==> src/rtl/uart_receiver.sv <==
// 8N1 UART receiver: synchronizes rx, centres on the start bit and samples each
// bit mid-period, emitting one-cycle data_valid / framing_error strobes.
module uart_receiver #(
  parameter int CLKS_PER_BIT = 5208
) (
  input  logic       clock,
  input  logic       reset_n,
  input  logic       rx,
  output logic [7:0] received_data,
  output logic       data_valid,
  output logic       framing_error,
  output logic [2:0] debug_state
);

  localparam int CNT_W = $clog2(CLKS_PER_BIT);
  localparam logic [CNT_W-1:0] HALF = CNT_W'(CLKS_PER_BIT / 2 - 1);
  localparam logic [CNT_W-1:0] LAST = CNT_W'(CLKS_PER_BIT - 1);

  typedef enum logic [2:0] {
    IDLE    = 3'd0,
    START   = 3'd1,
    DATA    = 3'd2,
    STOP    = 3'd3,
    CLEANUP = 3'd4
  } state_t;

  state_t           state;
  logic             rx_meta;
  logic             rx_sync;
  logic [CNT_W-1:0] count;
  logic [2:0]       bit_index;
  logic [7:0]       shift;

  // Idle-high reset keeps a quiet line from looking like a start bit.
  always_ff @(posedge clock or negedge reset_n) begin
    if (!reset_n) begin
      rx_meta <= 1'b1;
      rx_sync <= 1'b1;
    end else begin
      rx_meta <= rx;
      rx_sync <= rx_meta;
    end
  end

  always_ff @(posedge clock or negedge reset_n) begin
    if (!reset_n) begin
      state         <= IDLE;
      count         <= '0;
      bit_index     <= '0;
      shift         <= '0;
      received_data <= 8'h00;
      data_valid    <= 1'b0;
      framing_error <= 1'b0;
    end else begin
      data_valid    <= 1'b0;
      framing_error <= 1'b0;
      case (state)
        IDLE: begin
          count     <= '0;
          bit_index <= '0;
          if (!rx_sync) state <= START;
        end
        // A start bit that has gone high again by its midpoint is a glitch.
        START: begin
          if (count == HALF) begin
            count <= '0;
            if (!rx_sync) begin
              state     <= DATA;
              bit_index <= '0;
            end else begin
              state <= IDLE;
            end
          end else begin
            count <= count + 1'b1;
          end
        end
        DATA: begin
          if (count == LAST) begin
            count <= '0;
            shift <= {rx_sync, shift[7:1]};
            if (bit_index == 3'd7) state <= STOP;
            else bit_index <= bit_index + 1'b1;
          end else begin
            count <= count + 1'b1;
          end
        end
        STOP: begin
          if (count == LAST) begin
            count <= '0;
            if (rx_sync) begin
              received_data <= shift;
              data_valid    <= 1'b1;
            end else begin
              framing_error <= 1'b1;
            end
            state <= CLEANUP;
          end else begin
            count <= count + 1'b1;
          end
        end
        CLEANUP: state <= IDLE;
        default: begin
          state     <= IDLE;
          count     <= '0;
          bit_index <= '0;
        end
      endcase
    end
  end

  assign debug_state = state;

endmodule

==> config.mk <==
export PLATFORM = sky130hd
export DESIGN_NAME = uart_receiver
export DESIGN_NICKNAME = d
export VERILOG_FILES = /design/src/rtl/uart_receiver.sv
export SDC_FILE = /design/constraint.sdc
export NUM_CORES = 1
export LEC_CHECK = 0
export CAP_MARGIN = 20
export CORE_ASPECT_RATIO = 0.75
export CORE_MARGIN = 2
export CORE_UTILIZATION = 40
export DETAILED_ROUTE_END_ITERATION = 6
export GPL_TIMING_DRIVEN = 0
export SYNTH_ARGS = -nofsm -noshare
export SYNTH_HDL_FRONTEND = slang
export SYNTH_SLANG_ARGS = --single-unit
==> constraint.sdc <==
create_clock -name clock -period 1.95 [get_ports clock]
set_input_delay 0.39 -clock clock [delete_from_list [all_inputs] [get_ports clock]]
set_output_delay 0.39 -clock clock [all_outputs]
set_load 0.01 [all_outputs]
==> results.toml, run 1 <==
[critical_path]
cp_data_required_time_ns = 2.12
timing.rr.end = "shift[2]$_DFFE_PN0P_"
cpPeakStageDelay_ns = 0.40
cp-end-kind = "register"
rr_worst_depth = 6
path_max_fanout = 5
reg2reg_from = "count[1]$_DFFE_PN0P_"
r2r_slack_ns = 0.03
path_cells = "ha_4 -> and4bb_2 -> and4_4 -> and3_4 -> buf_6 -> mux2_2"
cp_slowest_cell = "dfrtp_1"
cp.arrival_ns = 2.10
cp-start-kind = "register"
path_class = "reg2reg"

[grt]
grt_start_max_net_pins = 40
antenna_found_initial = 0
grt-ovfl-total = 0
grt_pass1_vias = 1383
grt_pass1_wl_mm = 6.89
grt_usage_pct = 17.6

[synth]
yosysUniqueCellTypes = 37
ys_ff_latch = 39
synth.largest_area_cell = "dfrtp_1"
synth-async-reset-ratio_pct = 100
syn_area_um2 = 1850
ys_seq_area_share_pct = 52.8
netlist_top_cells_count = "37 x dfrtp_1, 16 x mux2_2, 14 x o21ai_0"
yosys_warnings = 0
syn_inst = 160
ys.flop_type = "dfrtp_1"
synth.most_common_cell = "dfrtp_1"
synth_area_leaders = "dfrtp_1 50%, mux2_2 9.7%, o21ai_0 3.8%, a21o_1 3.2%, dfstp_2 2.8%"
yosysTopAreaCellShare_pct = 50.0
synth_nets = 166
synth_edf_count = 0
synth.avg_cell_area_um2 = 11.6

[clock_tree]
cts_tree = "yes"
cts.sinks = 39
htree_levels = 2
cts.hold.buffers_added = 0
cts-root-buf = "clkbuf_8"
clk_pin_slew_ns = 0.08
cts_inserted_buffers = 5
clk_path_buf_depth = 2
clkLatencyLatePin_ns = 0.28

[die]
ios = 16
coreArea_um2 = 4470
fp.dieW_um = 82.6
die_h_um = 62.9
fp.dieArea_um2 = 5200
rows = 21
initial_core_util_pct = 41.5

[power_and_ir_drop]
ir_drop_mv = 0.413
p_per_area_nw_per_um2 = 622
p_leak_uw = 0.00115

[route]
drtIter0Drc = 146
routedWlPerCell_um = 16.5
drcViolationCount = 0
drt_first_pass_iters = 4
vias_per_cell = 5.50
vias = 1387
drt-total-wl_mm = 4.15
ant_nets = 0

[timing]
hold_viol_final = 0
slew_violations = 0
tightestPinTransition_ns = 0.873
layout_min_cycle_time_ns = 1.92
setup_violations = 0
setup_tns_ns = 0
fmax_ghz = 0.520
grt_setup_unrepaired = "yes"
slew_headroom_pct = 41.8
clock_skew_ns = 0.00565
fin_crit_sh_pct = 98.7

[cells_and_area]
syn_to_final_growth_pct = 30.4
fin_area_um2 = 2410
finish.net_count = 200
drive_gt1_share_pct = 29.7
n_antenna_cell = 0
final_cells = 252

[placed_design]
dp_hpwl_mm = 2.64
gp_congestion = 0.761
dp.cells = 232
io_buffers = 15
placed_area_um2 = 2070

[run_status]
status = "finished, final reports clean"

[hold_path]
hold_class = "in2async"

[run]
maxCapViolCount = 0
final cells by class:
| type | instances | area (um2) |
|---|---|---|
| clock buffer | 5 | 68.8 |
| timing repair buffer | 27 | 259 |
| clock inverter | 3 | 43.8 |
| fill | 390 | 2050 |
| inverter | 9 | 33.8 |
| buffer | 5 | 46.3 |
| sequential | 39 | 980 |
| multi-input combinational | 107 | 912 |
| tap | 57 | 71.3 |
flip-flops by register name (all words and copies together) (netlist names):
register and count:
count 13, received_data 8, shift 8, bit_index 3, debug_state 3, data_valid 1
framing_error 1, rx_meta 1, rx_sync 1
per-layer routing:
| metal | part of all wire (%) | up-vias | track usage, % | wire length, um |
|---|---|---|---|---|
| met3 | 2.3 | 4 | 3.90 | 94 |
| met5 | 0 | - | 0 | 0 |
| met2 | 51 | 15 | 28.8 | 2120 |
| li1 | - | 656 | - | - |
| met1 | 46 | 712 | 23.7 | 1920 |
| met4 | 0.51 | 0 | 3.69 | 21 |
through the flow:
step | worst slack [ns] | total power [uW] | hold slack [ns] | util (%)
floorplan | 0.126 | 832 | 0.0944 | -
global placement | -0.427 | 852 | 0.347 | 46.4
detailed placement | -0.355 | 852 | 0.350 | 46.3
CTS | -0.00165 | 1520 | 0.238 | 51.5
global route | -0.0236 | 1580 | 0.288 | 54.1
finish | 0.0251 | 1500 | 0.217 | 54.1
worst max-delay path by stage:
stage | cells past startpoint | end | start | slack [ns]
after global routing | 7 | received_data[3]$_DFFE_PN0P_ | count[1]$_DFFE_PN0P_ | -0.02
after floorplan | 6 | shift[0]$_DFFE_PN0P_ | count[0]$_DFFE_PN0P_ | 0.13
final | 6 | shift[2]$_DFFE_PN0P_ | count[1]$_DFFE_PN0P_ | 0.03
after detailed placement | 6 | bit_index[2]$_DFFE_PN0P_ | count[0]$_DFFE_PN0P_ | -0.35
after global placement | 1 | data_valid$_DFF_PN0_ | reset_n | -0.43
after CTS | 6 | shift[4]$_DFFE_PN0P_ | count[0]$_DFFE_PN0P_ | -0.002
cell families (layout without fill, tap and decap cells):
kind of cell / after synthesis / count (layout) / synth area share [%]
buf+inv: 14 / 49 / 3.11
mux: 18 / 18 / 10.8
simple gates: 49 / 49 / 17.4
flops: 39 / 39 / 52.8
xor+xnor: 2 / 2 / 0.946
fa+ha+maj: 3 / 3 / 2.03
compound gates: 35 / 35 / 12.8
report_power, final:
part,total [uW],switching (uW),internal [uW]
clock network,666,285,381
logic,21.7,18.1,3.53
registers,814,1.74,812
critical path: cells and delay by family, from the launching register on:
family	cells	cell delay, ns
AND/OR/NAND/NOR	3	0.78
flip-flops	1	0.40
multiplexers	1	0.33
adder cells (fa/ha/maj)	1	0.18
buffers and inverters	1	0.13
layout by cell type, fill, tap and decap left out, types with 2 or more instances in the layout:
master           synthesis  layout
dfstp_2                  2       2
nor3b_1                  5       5
buf_4                    0       8
clkdlybuf4s50_1          0      14
dfrtp_1                 37      36
or3_1                    2       2
nor2_1                   6       6
nand3_1                  2       2
o21ai_0                 14      12
a32o_1                   3       3
buf_2                    4       2
clkbuf_8                 0       5
mux2_2                  16      11
o22ai_1                  3       3
inv_1                    9       9
mux2_4                   0       5
ha_1                     3       2
and3_1                   8       7
nand2_1                  8       8
nor3_1                   3       3
xnor2_1                  2       2
mux2i_1                  2       2
a21o_1                   8       8
nor4_1                   2       2
buf_6                    0       5
what timing repair did:
item / CTS / global route
cloned: 1 / 1
pin swaps: 3 / 4
endpoints found under the setup margin: 32 / 30
setup buffers: 7 / 3
gates resized for setup: 11 / 23
Note: power is estimated with default switching activity, not from simulation.
==> inputs of run 2 (changes only) <==
--- a/config.mk
+++ b/config.mk
@@ -9,8 +9,10 @@
 export CORE_ASPECT_RATIO = 0.75
 export CORE_MARGIN = 2
 export CORE_UTILIZATION = 40
+export CTS_BUF_LIST = sky130_fd_sc_hd__clkbuf_16
 export DETAILED_ROUTE_END_ITERATION = 6
 export GPL_TIMING_DRIVEN = 0
+export PLACE_DENSITY_LB_ADDON = 0.2
 export SYNTH_ARGS = -nofsm -noshare
 export SYNTH_HDL_FRONTEND = slang
 export SYNTH_SLANG_ARGS = --single-unit
==> results.toml, run 2 (same netlist as run 1, synthesis figures left out) <==
[grt]
antenna_found_initial = 0
grt_pass1_wl_mm = 6.66
grt-ovfl-total = 0
grt_pass1_vias = 1367
met1_usage_pct = 24.2
grt-busiest-layer = "met2"
grt_use_met2_pct = 24.7
grt_start_max_net_pins = 40
grt_usage_pct = 16.8
met3_usage_pct = 5.64

[placed_design]
gp_congestion = 0.860
dp_hpwl_mm = 2.53
dp.cells = 232
pre_cts_ws_ns = -0.231
io_buffers = 15

[critical_path]
path_max_fanout = 5
path_class = "reg2reg"
cp-start-kind = "register"
cp-end-kind = "register"
cp_slowest_cell = "dfrtp_1"
cpPeakStageDelay_ns = 0.40
cp.arrival_ns = 2.10
cp_data_required_time_ns = 2.11
path_cells = "ha_4 -> and4bb_2 -> and4_4 -> and3_4 -> buf_4 -> mux2_2"

[cells_and_area]
reg.largest.list = "count: 13 flops, received_data: 8 flops, shift: 8 flops"
top_register = "count"
drive_gt1_share_pct = 28.7
final_cells = 252
final_common_cell = "dfrtp_1"
largest_register_ffs = 13
final_cell_mix = "37 x dfrtp_1, 14 x clkdlybuf4s50_1, 13 x mux2_2, 11 x o21ai_0, 10 x buf_4"
syn_to_final_growth_pct = 32.1
n_antenna_cell = 0
finish.net_count = 200
fillers = 390

[timing]
fin_crit_sh_pct = 99.5
slew_violations = 0
slew_headroom_pct = 41.8
hold_viol_final = 0
tightestPinTransition_ns = 0.872
fin_hold_ws_ns = 0.230
setup_violations = 0
clock_skew_ns = 0.00604
layout_min_cycle_time_ns = 1.94
fmax_ghz = 0.515
timing.final.ws_setup_ns = 0.00894
grt_setup_unrepaired = "yes"

[power_and_ir_drop]
intPower_uw = 1410
switchingPower_uw = 336
clockPowerShare_pct = 52.2
p_per_area_nw_per_um2 = 715
p_leak_uw = 0.00117
power_uw = 1750
ir_drop_mv = 0.418
seqPwrFrac_pct = 46.6
comb_power_share_pct = 1.2
swShare_pct = 19.2

[hold_path]
hold_class = "in2async"

[run_status]
status = "finished, final reports clean"

[route]
routedWlPerCell_um = 17.1
drt_first_pass_iters = 4
ant_nets = 0
vias_per_cell = 5.62
drcViolationCount = 0
drtIter0Drc = 101
drt-total-wl_mm = 4.31
vias = 1417

[clock_tree]
clk_pin_slew_ns = 0.06
clkLatencyLatePin_ns = 0.28
cts.sinks = 39
htree_levels = 2
cts_tree = "yes"
clk_path_buf_depth = 2
cts-root-buf = "clkbuf_16"
cts_inserted_buffers = 5

[run]
maxCapViolCount = 0

[die]
coreArea_um2 = 4470
fp.dieArea_um2 = 5200
die_h_um = 62.9
initial_core_util_pct = 41.5
ios = 16
fp.dieW_um = 82.6
rows = 21
run 2: final timing paths:
| path | start | to | slack [ns] | cells past startpoint |
|---|---|---|---|---|
| setup / recovery | count[1]$_DFFE_PN0P_ | shift[3]$_DFFE_PN0P_ | 0.009 | 6 |
| hold / removal | reset_n | count[8]$_DFFE_PN0P_ | 0.23 | 1 |
| setup reg to reg | count[1]$_DFFE_PN0P_ | shift[3]$_DFFE_PN0P_ | 0.009 | 6 |
| hold reg to reg | rx_meta$_DFF_PN1_ | rx_sync$_DFF_PN1_ | 0.36 | 0 |
| max in group asynchronous | reset_n | debug_state[1]$_DFFE_PN0P_ | 1.17 | 1 |
| min in group clock | rx_meta$_DFF_PN1_ | rx_sync$_DFF_PN1_ | 0.36 | 0 |
run 2: cell type report:
type                    instances  area (um2)  area share, %
multi-input cells             107         896           36.6
repair buffers                 27         260           10.6
well taps                      57        71.3           2.92
inverters                       9        33.8           1.38
clock buffers                   5         125           5.12
plain buffers                   5        42.5           1.74
clock inverters                 3        38.8           1.59
flip-flops and latches         39         978           40.0
run 2: repair_timing:
item | 4_1_cts | 5_1_grt
setup buffers | 4 | 6
cloned | 1 | 1
hold buffers | 0 | 0
resized for setup | 9 | 17
pin swaps | 4 | 6
endpoints found under the setup margin | 32 | 25
run 2: routing by layer:
| metal | part of all wire, % | wire, um |
|---|---|---|
| met3 | 4.1 | 176 |
| met5 | 0 | 0 |
| met2 | 49 | 2090 |
| met1 | 46 | 1990 |
| met4 | 1.2 | 53 |
run 2: worst max-delay path, delay by kind of cell (launching register included):
| family | cells | cell delay [ns] |
|---|---|---|
| adders and majority gates | 1 | 0.16 |
| buffers and inverters | 1 | 0.14 |
| DFF | 1 | 0.40 |
| muxes | 1 | 0.33 |
| and+or+nand+nor | 3 | 0.79 |
run 2: through the flow:
stage	area, um2	setup TNS, ns	util (%)
finish	2450	0	54.8
global route	2450	-0.868	54.8
CTS	2310	-0.00132	51.6
detailed placement	2070	-3.49	46.3
global placement	2070	-18.29	46.4
floorplan	1850	0	-
run 2: power by group through the flow:
stage / Combinational (uW) / Sequential, uW / Clock [uW]
2_1_floorplan: 2.89 / 829 / 0
3_3_place_gp: 23.1 / 829 / 0
3_5_place_dp: 23.0 / 830 / 0
4_1_cts: 23.0 / 815 / 925
5_1_grt: 26.0 / 815 / 972
6_report: 21.7 / 815 / 913
